$ cat src/rtl/backend_pkg.sv
// Shared backend definitions: default dispatch width, decode payload and tag widths.
// Pure declarations, no logic, so there is no latency.
// Backpressure: not applicable.
//
// Contents: DISPATCH_WIDTH, UOP_W, SEQ_W, uop_t (packed decode payload), ptr_w().
package backend_pkg;

  localparam int DISPATCH_WIDTH = 2;
  localparam int UOP_W          = 128;
  localparam int SEQ_W          = 8;

  // Decoded micro-op. The field widths add up to exactly UOP_W (128 bits).
  typedef struct packed {
    logic [31:0] pc;
    logic [31:0] next_pc;
    logic [4:0]  rs1;
    logic [4:0]  rs2;
    logic [4:0]  rd;
    logic [11:0] csr;
    logic [19:0] imm;
    logic [3:0]  fu_op;
    logic [2:0]  ldu_op;
    logic [1:0]  stu_op;
    logic [7:0]  flags;
  } uop_t;

  // Pointer width. The extra MSB tells a full queue apart from an empty one.
  function automatic int ptr_w(input int depth);
    return $clog2(depth) + 1;
  endfunction

endpackage

$ cat src/rtl/lead_ones_cnt.sv
// Counts the contiguous run of ones starting at bit 0 of the input vector.
// Purely combinational, so the latency is 0 cycles.
// Backpressure: not applicable.
//
// Ports: bits [W] in, cnt [clog2(W+1)] out.
module lead_ones_cnt #(
  parameter int W  = 2,
  parameter int CW = $clog2(W + 1)
) (
  input  logic [W-1:0]  bits,
  output logic [CW-1:0] cnt
);

  logic stop;

  // The first zero ends the run. Ones above that zero are ignored.
  always_comb begin
    cnt  = '0;
    stop = 1'b0;
    for (int i = 0; i < W; i++) begin
      if (!stop && bits[i]) begin
        cnt = cnt + CW'(1);
      end else begin
        stop = 1'b1;
      end
    end
  end

endmodule

$ cat src/rtl/dispatch_queue.sv
// In-order queue between decode and the ROB allocator. It moves up to WIDTH uops in and up to WIDTH uops out per cycle.
// Latency is 1 cycle at minimum from enqueue to dequeue. There is no bypass from the enqueue side to the dequeue side.
// Backpressure: lane k is ready only while more than k slots are free. trap/ret close the input. wfi holds the output.
//
// Ports: clk, rst (sync active-high), global_trap_i/global_ret_i (flush), global_wfi_i (dequeue hold),
//        enq_valid_i/enq_ready_o/enq_uop_i (decode side), deq_valid_o/deq_ready_i/deq_uop_o/deq_seq_o (ROB side),
//        count_o (registered occupancy).
module dispatch_queue #(
  parameter int WIDTH = backend_pkg::DISPATCH_WIDTH,
  parameter int DEPTH = 16,
  parameter int UOP_W = backend_pkg::UOP_W,
  parameter int SEQ_W = backend_pkg::SEQ_W
) (
  input  logic                   clk,
  input  logic                   rst,
  input  logic                   global_trap_i,
  input  logic                   global_ret_i,
  input  logic                   global_wfi_i,
  input  logic [WIDTH-1:0]       enq_valid_i,
  output logic [WIDTH-1:0]       enq_ready_o,
  input  logic [WIDTH*UOP_W-1:0] enq_uop_i,
  output logic [WIDTH-1:0]       deq_valid_o,
  input  logic [WIDTH-1:0]       deq_ready_i,
  output logic [WIDTH*UOP_W-1:0] deq_uop_o,
  output logic [WIDTH*SEQ_W-1:0] deq_seq_o,
  output logic [backend_pkg::ptr_w(DEPTH)-1:0] count_o
);

  localparam int PW = backend_pkg::ptr_w(DEPTH);
  localparam int IW = $clog2(DEPTH);
  localparam int CW = $clog2(WIDTH + 1);

  logic [UOP_W-1:0] mem_uop [DEPTH];
  logic [SEQ_W-1:0] mem_seq [DEPTH];

  logic [PW-1:0]    head_q, tail_q, count_q;
  logic [SEQ_W-1:0] seq_q;
  logic [PW-1:0]    free;
  logic             flush;
  logic [WIDTH-1:0] enq_hs, deq_hs;
  logic [CW-1:0]    n_enq, n_deq;

  assign flush = global_trap_i | global_ret_i;
  assign free  = PW'(DEPTH) - count_q;

  // Ready and valid are derived only from registered occupancy.
  // Ready is independent of enq_valid_i.
  // While rst is high, ready reports all ones and valid is held low. The reset branch below ignores any handshake in that cycle.
  for (genvar k = 0; k < WIDTH; k++) begin : g_lane
    assign enq_ready_o[k] = ((free > PW'(k)) | rst) & ~flush;
    assign deq_valid_o[k] = (count_q > PW'(k)) & ~global_wfi_i & ~rst;
    assign deq_uop_o[k*UOP_W +: UOP_W] = mem_uop[head_q[IW-1:0] + IW'(k)];
    assign deq_seq_o[k*SEQ_W +: SEQ_W] = mem_seq[head_q[IW-1:0] + IW'(k)];
  end

  assign enq_hs = enq_valid_i & enq_ready_o;
  assign deq_hs = deq_valid_o & deq_ready_i;

  // Only the leading run of handshaking lanes is taken. This keeps the order strict.
  lead_ones_cnt #(.W(WIDTH), .CW(CW)) u_enq_cnt (.bits(enq_hs), .cnt(n_enq));
  lead_ones_cnt #(.W(WIDTH), .CW(CW)) u_deq_cnt (.bits(deq_hs), .cnt(n_deq));

  // Payload storage. It has no reset, because the pointers alone decide which entries are live.
  always_ff @(posedge clk) begin
    for (int j = 0; j < WIDTH; j++) begin
      if (CW'(j) < n_enq) begin
        mem_uop[tail_q[IW-1:0] + IW'(j)] <= enq_uop_i[j*UOP_W +: UOP_W];
        mem_seq[tail_q[IW-1:0] + IW'(j)] <= seq_q + SEQ_W'(j);
      end
    end
  end

  always_ff @(posedge clk) begin
    if (rst) begin
      head_q  <= '0;
      tail_q  <= '0;
      count_q <= '0;
      seq_q   <= '0;
    end else if (flush) begin
      // n_enq is already zero here because ready is masked during a flush.
      // The pops from this cycle are discarded together with everything else.
      // seq_q keeps counting from where it was.
      head_q  <= tail_q;
      count_q <= '0;
    end else begin
      tail_q  <= tail_q + PW'(n_enq);
      head_q  <= head_q + PW'(n_deq);
      count_q <= count_q + PW'(n_enq) - PW'(n_deq);
      seq_q   <= seq_q + SEQ_W'(n_enq);
    end
  end

  assign count_o = count_q;

endmodule

$ cat config.mk
export PLATFORM = sky130hd
export DESIGN_NAME = dispatch_queue
export DESIGN_NICKNAME = d
export VERILOG_FILES = /design/src/rtl/backend_pkg.sv /design/src/rtl/lead_ones_cnt.sv /design/src/rtl/dispatch_queue.sv
export SDC_FILE = /design/constraint.sdc
export NUM_CORES = 2
export LEC_CHECK = 0
export BUFFER_PORTS_ARGS = -buffer_cell sky130_fd_sc_hd__buf_2
export CAP_MARGIN = 20
export CELL_PAD_IN_SITES_DETAIL_PLACEMENT = 0
export CELL_PAD_IN_SITES_GLOBAL_PLACEMENT = 1
export CORE_MARGIN = 10
export CORE_UTILIZATION = 40
export CTS_CLUSTER_SIZE = 10
export DETAILED_ROUTE_END_ITERATION = 7
export GPL_ROUTABILITY_DRIVEN = 1
export HOLD_SLACK_MARGIN = 0.03
export PLACE_DENSITY = 0.65
export SLEW_MARGIN = 20
export SYNTH_ARGS = -nofsm -noshare
export SYNTH_HDL_FRONTEND = slang
export SYNTH_SLANG_ARGS = --single-unit
$ cat constraint.sdc
create_clock -name clk -period 16.4 [get_ports clk]
set_input_delay 2.46 -clock clk [delete_from_list [all_inputs] [get_ports clk]]
set_output_delay 2.46 -clock clk [all_outputs]
set_load 0.1 [all_outputs]
Word level (Yosys, flattened, before mapping)
Memory sizes are Yosys's and may differ from the RTL's. A register that Yosys moved wholly into a read port is not among the register bits.
Index checks and enable logic that the tools add are counted.
- bits in registers: 23
- bits in latches: 0
- bits in writable memories: 2176
- memory bits (read-only): 0
- logic and storage cells: 51
- memories: 2
- memory list (name ; depth ; bits a word ; read ports ; clocked after memory_dff ; wr ports ; line ; text):
    mem_uop ; 16 ; 128 ; 2 ; 1 ; 2 ; dispatch_queue.sv:33 ; logic [UOP_W-1:0] mem_uop [DEPTH];
    mem_seq ; 16 ; 8 ; 2 ; 1 ; 2 ; dispatch_queue.sv:34 ; logic [SEQ_W-1:0] mem_seq [DEPTH];
- add/subtract/negate cells: 11
- $mul: 0
- divide/modulo/power cells: 0
- $lt $le $gt $ge: 6
- eq/ne operators: 0
- shift operators: 0
- multiplexer cells: 11
- bitwise gates (word level): 14
- reductions and logical operators: 3
- operators with widths (operator ; count):
    $gt A5 B1 Y1 const B ; 4
    $add A5 B2 Y5 ; 3
    $add A4 B1 Y4 const B ; 2
    $add A8 B1 Y8 const B ; 1
    $add A8 B2 Y8 ; 1
    $mux W4 ; 2
    $and A1 B1 Y1 ; 6
    $mux W1 ; 6
    $mux W5 ; 1
    $sub A5 B2 Y5 ; 1
    $sub A5 B5 Y5 const A ; 1
    $add A2 B1 Y2 const B ; 2
    $and A2 B2 Y2 ; 2
    $lt A1 B2 Y1 const A ; 2
    $mux W2 ; 2
    $not A1 Y1 ; 3
    $or A1 B1 Y1 ; 3
    $logic_and A1 B1 Y1 ; 2
    $reduce_or A2 Y1 ; 1

Depth between registers and ports, before layout
- depth after elaboration: 11
- depth in mapped cells: 20

Hierarchy
Synthesis repeated with hierarchy kept, for this count alone.
- cells, all modules: 11724
- area total of the unflattened synthesis: 128301.8 um^2
- modules (own cells, without submodules) (module ; instances ; cells an instance ; area each (um^2) ; seq. area each (um^2)):
    dispatch_queue ; 1 ; 11720 ; 128269.3 ; 65763.1
    lead_ones_cnt ; 2 ; 2 ; 16.3 ; 0.0

Least setup slack after synthesis
Ideal clock, no wire load.
- path kind: in2reg
- start point: input global_ret_i
- end point: memory mem_seq[4][0] (enable)
- arrival: 13.444 ns
- required time: 15.574 ns
- path slack: 2.130 ns
- stages: 6
- cells stage by stage: nor3b_1 > and3_1 > buf_2 > nand2_1 > o21ai_0 > nor3b_1
- RTL lines (item ; line ; text):
    start: declaration ; dispatch_queue.sv:17 ; input logic global_ret_i,
    end: declaration ; dispatch_queue.sv:34 ;

Worst setup path after layout
- start point: register head_q[0]
- end point: output deq_uop_o[196]
- cells in the longest elaborated chain, start to end: 2
- ends and longest elaborated chain (item ; line ; text):
    start: declaration ; dispatch_queue.sv:36 ; logic [PW-1:0] head_q, tail_q, count_q;
    start signal: assignment ; dispatch_queue.sv:83 ; head_q <= tail_q;
    start signal: assignment ; dispatch_queue.sv:87 ; head_q <= head_q + PW'(n_deq);
    $add A4 B1 Y4 ; dispatch_queue.sv:52 ; assign deq_uop_o[k*UOP_W +: UOP_W] = mem_uop[head_q[IW-1:0] + IW'(k)];
    $mem_v2 Z16 W128 ; n/a ;
    end: declaration ; dispatch_queue.sv:24 ; output logic [WIDTH*UOP_W-1:0] deq_uop_o,
Every way passes these cells.

==> metrics.md <==
| Metric | Value |
|---|---|
| Die area | 338600 µm² |
| Number of flops mapped to enable cells by yosys | 2176 |
| Max-cap violation count | 0 |
| Final HPWL from detailed placement | 241500 µm |
| Critical Path Source | head_q[0]$_SDFF_PP0_ |
| Root buf cell | clkbuf_16 |
| Final Hold Fails | 0 |
| Share of layout cells above drive strength 1 | 51.77% |
| Drc violations | 0 |
| Sw Ratio | about a quarter |
| Setup violators final | 0 |
| Initial DRC Count | between 8000 and 9000 |
| Crit path DAT | 6.49 ns |
| Register area share after synthesis | 52.07% |
| Largest net degree at the start of global routing | 142 |
| Grt total ovfl | 0 |
| CP endpoint | deq_uop_o[196] |
| Mapped cell area | about 130000 µm² |
| Library cells used by synthesis | 52 |
| IR drop worst, VDD | 79.87 µV |
| Clk slew on worst S/H paths | around 0.06 ns |
| Startpoint types | flip-flop |
| Final Util | between 40 and 50% |
| Pwr Density | 91.67 nW/µm² |
| Total track usage | approximately a quarter |
| Slew HR | 10.92% |
| Vias per cell | 6.513 |
| Reg-to-Reg End | mem_uop[7][44]$_DFFE_PP_ |
| Fin crit share | 54.56% |
| Leak | 43.91 nW |
| Peak Freq | 0.1118 GHz |
| Initial antenna violation count | 121 |
| Io pins | between 500 and 600 |
| Clock Power Share | roughly 44% |
| CP required | 13.94 ns |
| # H-tree levels | 5 |
| Sw power | 3.149 mW |
| Tmin final | 8.948 ns |
| Seq pwr share | 48.1% |
| Total CTS buffers | between 200 and 300 |
| Slew Limit Fails | 0 |
| Cts hold-fix bufs | 0 |
| Pint | 9.741 mW |
| Flops & latches, synth | 2197 |
| First-pass GRT wire length | 615400 µm |
| R2R Setup Slk | 10.37 ns |
| CTS Sinks | 2197 |
| Initial core utilization | 40.13% |
| Gpl congestion | between 0.7 and 0.8 |
| Largest cells by area after synthesis | edfxtp_1 52%, mux4_2 24%, mux2_2 12% |
| Commonest register cell after synthesis | edfxtp_1 |
| CP Max Fanout | 127 |
| Synth Instances | 7022 |
| DRT antenna net count | 0 |
| Die Y-Extent | 581.9 µm |
| Ys Warns | 0 |
| Crit path kind | flip-flop to primary output |
| Row count | 206 |
| Post-CTS Setup Bufs | 0 |
| Final worst clock skew | roughly 0.054 ns |
| Mean post-synth cell area | 17.99 µm² |
| First-pass iteration count of the detailed router | 5 |
| Post-Route Setup TNS | 0 ns |
| Crit. End Element | primary output |
| Total number of vias | ~75000 |
| Nets | about 7500 |
| Vias in the first global route | around 78000 |
| Slew of the pin with the lowest slew margin | roughly 1.3 ns |
| Post-Syn Nets | 7313 |
| Total wire length | 436900 µm |
| Worst-skew pair later-pin latency | roughly 0.90 ns |
| Core area | 314700 µm² |
| Dominant cell type by area after synthesis | edfxtp_1 |
| Hold Crit Class | flip-flop to flip-flop |
| Worst-case reg-to-reg path depth | 11 |
| Synth top area share | 51.73% |
| Post-synth ARST share | 0% |
| Layout Area Growth over Synthesis | 11.33% |
| Status | finished clean |
| CTS tree | yes |
| CTS-repair resized insts | 0 |
| DR WL/cell | 37.88 µm |
| Comb power frac | 8.4% |
| Max clock buf depth | 4 |
| Chip width | 581.9 µm |
| IO buf count | 545 |
| Unrepaired setup endpoints after global routing | false |
| Reg2reg start | count_o[0]$_SDFF_PP0_ |
## logic make-up after synthesis
logic type / synth area share [%]
flip-flops: 52.07
XOR/XNOR: 0.8806
AND/OR/NAND/NOR: 1.197
multiplexers: 42.24
buffers and inverters: 2.899
adder cells (fa/ha/maj): 0.2873
AO/OA/AOI/OAI: 0.4329
## sequential cells by signal, indices dropped and copies added, names as in the netlist
register,flops
count_o,5
mem_seq,128
seq_q,8
tail_q,4
head_q,4
mem_uop,2048
## how the worst min path moves through the flow
stage / from / endpoint / slack [ns] / cells after the start
after floorplan: tail_q[0]$_SDFFE_PP0N_ / head_q[0]$_SDFF_PP0_ / 0.53 / 2
after global placement: tail_q[0]$_SDFFE_PP0N_ / tail_q[0]$_SDFFE_PP0N_ / 0.62 / 2
after detailed placement: tail_q[0]$_SDFFE_PP0N_ / tail_q[0]$_SDFFE_PP0N_ / 0.62 / 2
after CTS: tail_q[0]$_SDFFE_PP0N_ / tail_q[0]$_SDFFE_PP0N_ / 0.63 / 2
after global routing: tail_q[0]$_SDFFE_PP0N_ / tail_q[0]$_SDFFE_PP0N_ / 0.70 / 2
final: tail_q[0]$_SDFFE_PP0N_ / tail_q[0]$_SDFFE_PP0N_ / 0.64 / 2
## synthesized netlist by cell type, types with 2 or more instances
cell / n
dfxtp_1: 21
a32oi_1: 11
nand3_1: 56
o2111ai_1: 2
mux2i_1: 22
buf_6: 29
a21oi_1: 25
nor2_1: 76
or3_1: 7
o211ai_1: 3
o211ai_2: 2
or2_2: 2
a211o_1: 3
buf_2: 188
buf_1: 244
and2_1: 8
mux4_2: 1327
fa_1: 5
ha_1: 21
mux2_1: 688
xnor2_1: 74
o21ai_0: 15
nor3b_1: 4
nor2b_1: 8
clkbuf_1: 366
buf_4: 6
xor2_1: 53
inv_1: 16
a21oi_4: 2
nor3_1: 10
a211oi_1: 5
and3_1: 9
nand2_1: 130
nand4_1: 16
edfxtp_1: 2176
mux2_2: 1376
## area by class of cell
cell class | instances | area [µm²]
clock inverters | 67 | 551.8
repair buffers | 723 | 4340
fillers | 27120 | 174100
diodes | 44 | 110.1
multi-input cells | 3976 | 57200
well taps | 4160 | 5205
flip-flops and latches | 2197 | 65780
inverters | 16 | 60.06
clock buffers | 349 | 7372
## power groups by stage
stage	clock network (mW)	registers [mW]	logic (mW)
finish	5.62	6.19	1.08
global route	5.95	6.19	1.14
CTS	5.73	6.19	1.08
detailed placement	0	6.31	1.08
global placement	0	6.31	1.06
floorplan	0	6.31	0.790
## worst max-delay path: stages, from the launching register on
cell and delay (ns):
dfxtp_4 0.77, buf_4 0.66, buf_12 0.62, buf_4 0.76, buf_4 0.86, mux4_2 0.61
mux4_2 0.57, buf_2 0.33
## cells in the final DEF, fill, tap and decap left out, types with 13 or more instances in the layout
cell,count
xor2_1,51
clkbuf_1,64
ha_1,20
nor2_1,62
inv_1,16
buf_4,157
dfxtp_1,15
mux2i_1,22
a21oi_1,24
mux2_1,688
diode_2,44
nand3_1,56
clkinv_1,35
nand4_1,16
o21ai_0,15
mux4_2,1327
clkbuf_16,285
buf_12,17
buf_2,545
nand2_1,124
edfxtp_1,2176
xnor2_1,72
mux2_2,1376
nor2_4,13
## routing by layer
| layer | wire length [µm] | part of all wire (%) | track usage, % |
|---|---|---|---|
| met1 | 182100 | 42 | 34.97 |
| met2 | 209200 | 48 | 40.40 |
| met3 | 33810 | 7.7 | 4.722 |
| met4 | 11390 | 2.6 | 6.668 |
| met5 | 295 | 0.068 | 0 |
## per-stage QoR
stage | power, mW | area (µm²) | cells | hold slack [ns] | setup slack (ns)
after floorplan | 7.099 | 126300 | 7022 | 0.5250 | 2.130
after global placement | 7.369 | 132500 | 11070 | 0.6211 | 8.332
after detailed placement | 7.386 | 132600 | 11070 | 0.6191 | 8.269
after CTS | 13.01 | 140500 | 11490 | 0.6272 | 7.277
after global routing | 13.28 | 140600 | 11510 | 0.7045 | 6.997
final | 12.89 | 140600 | 11530 | 0.6367 | 7.452
Power figures use the tool's default switching activity.
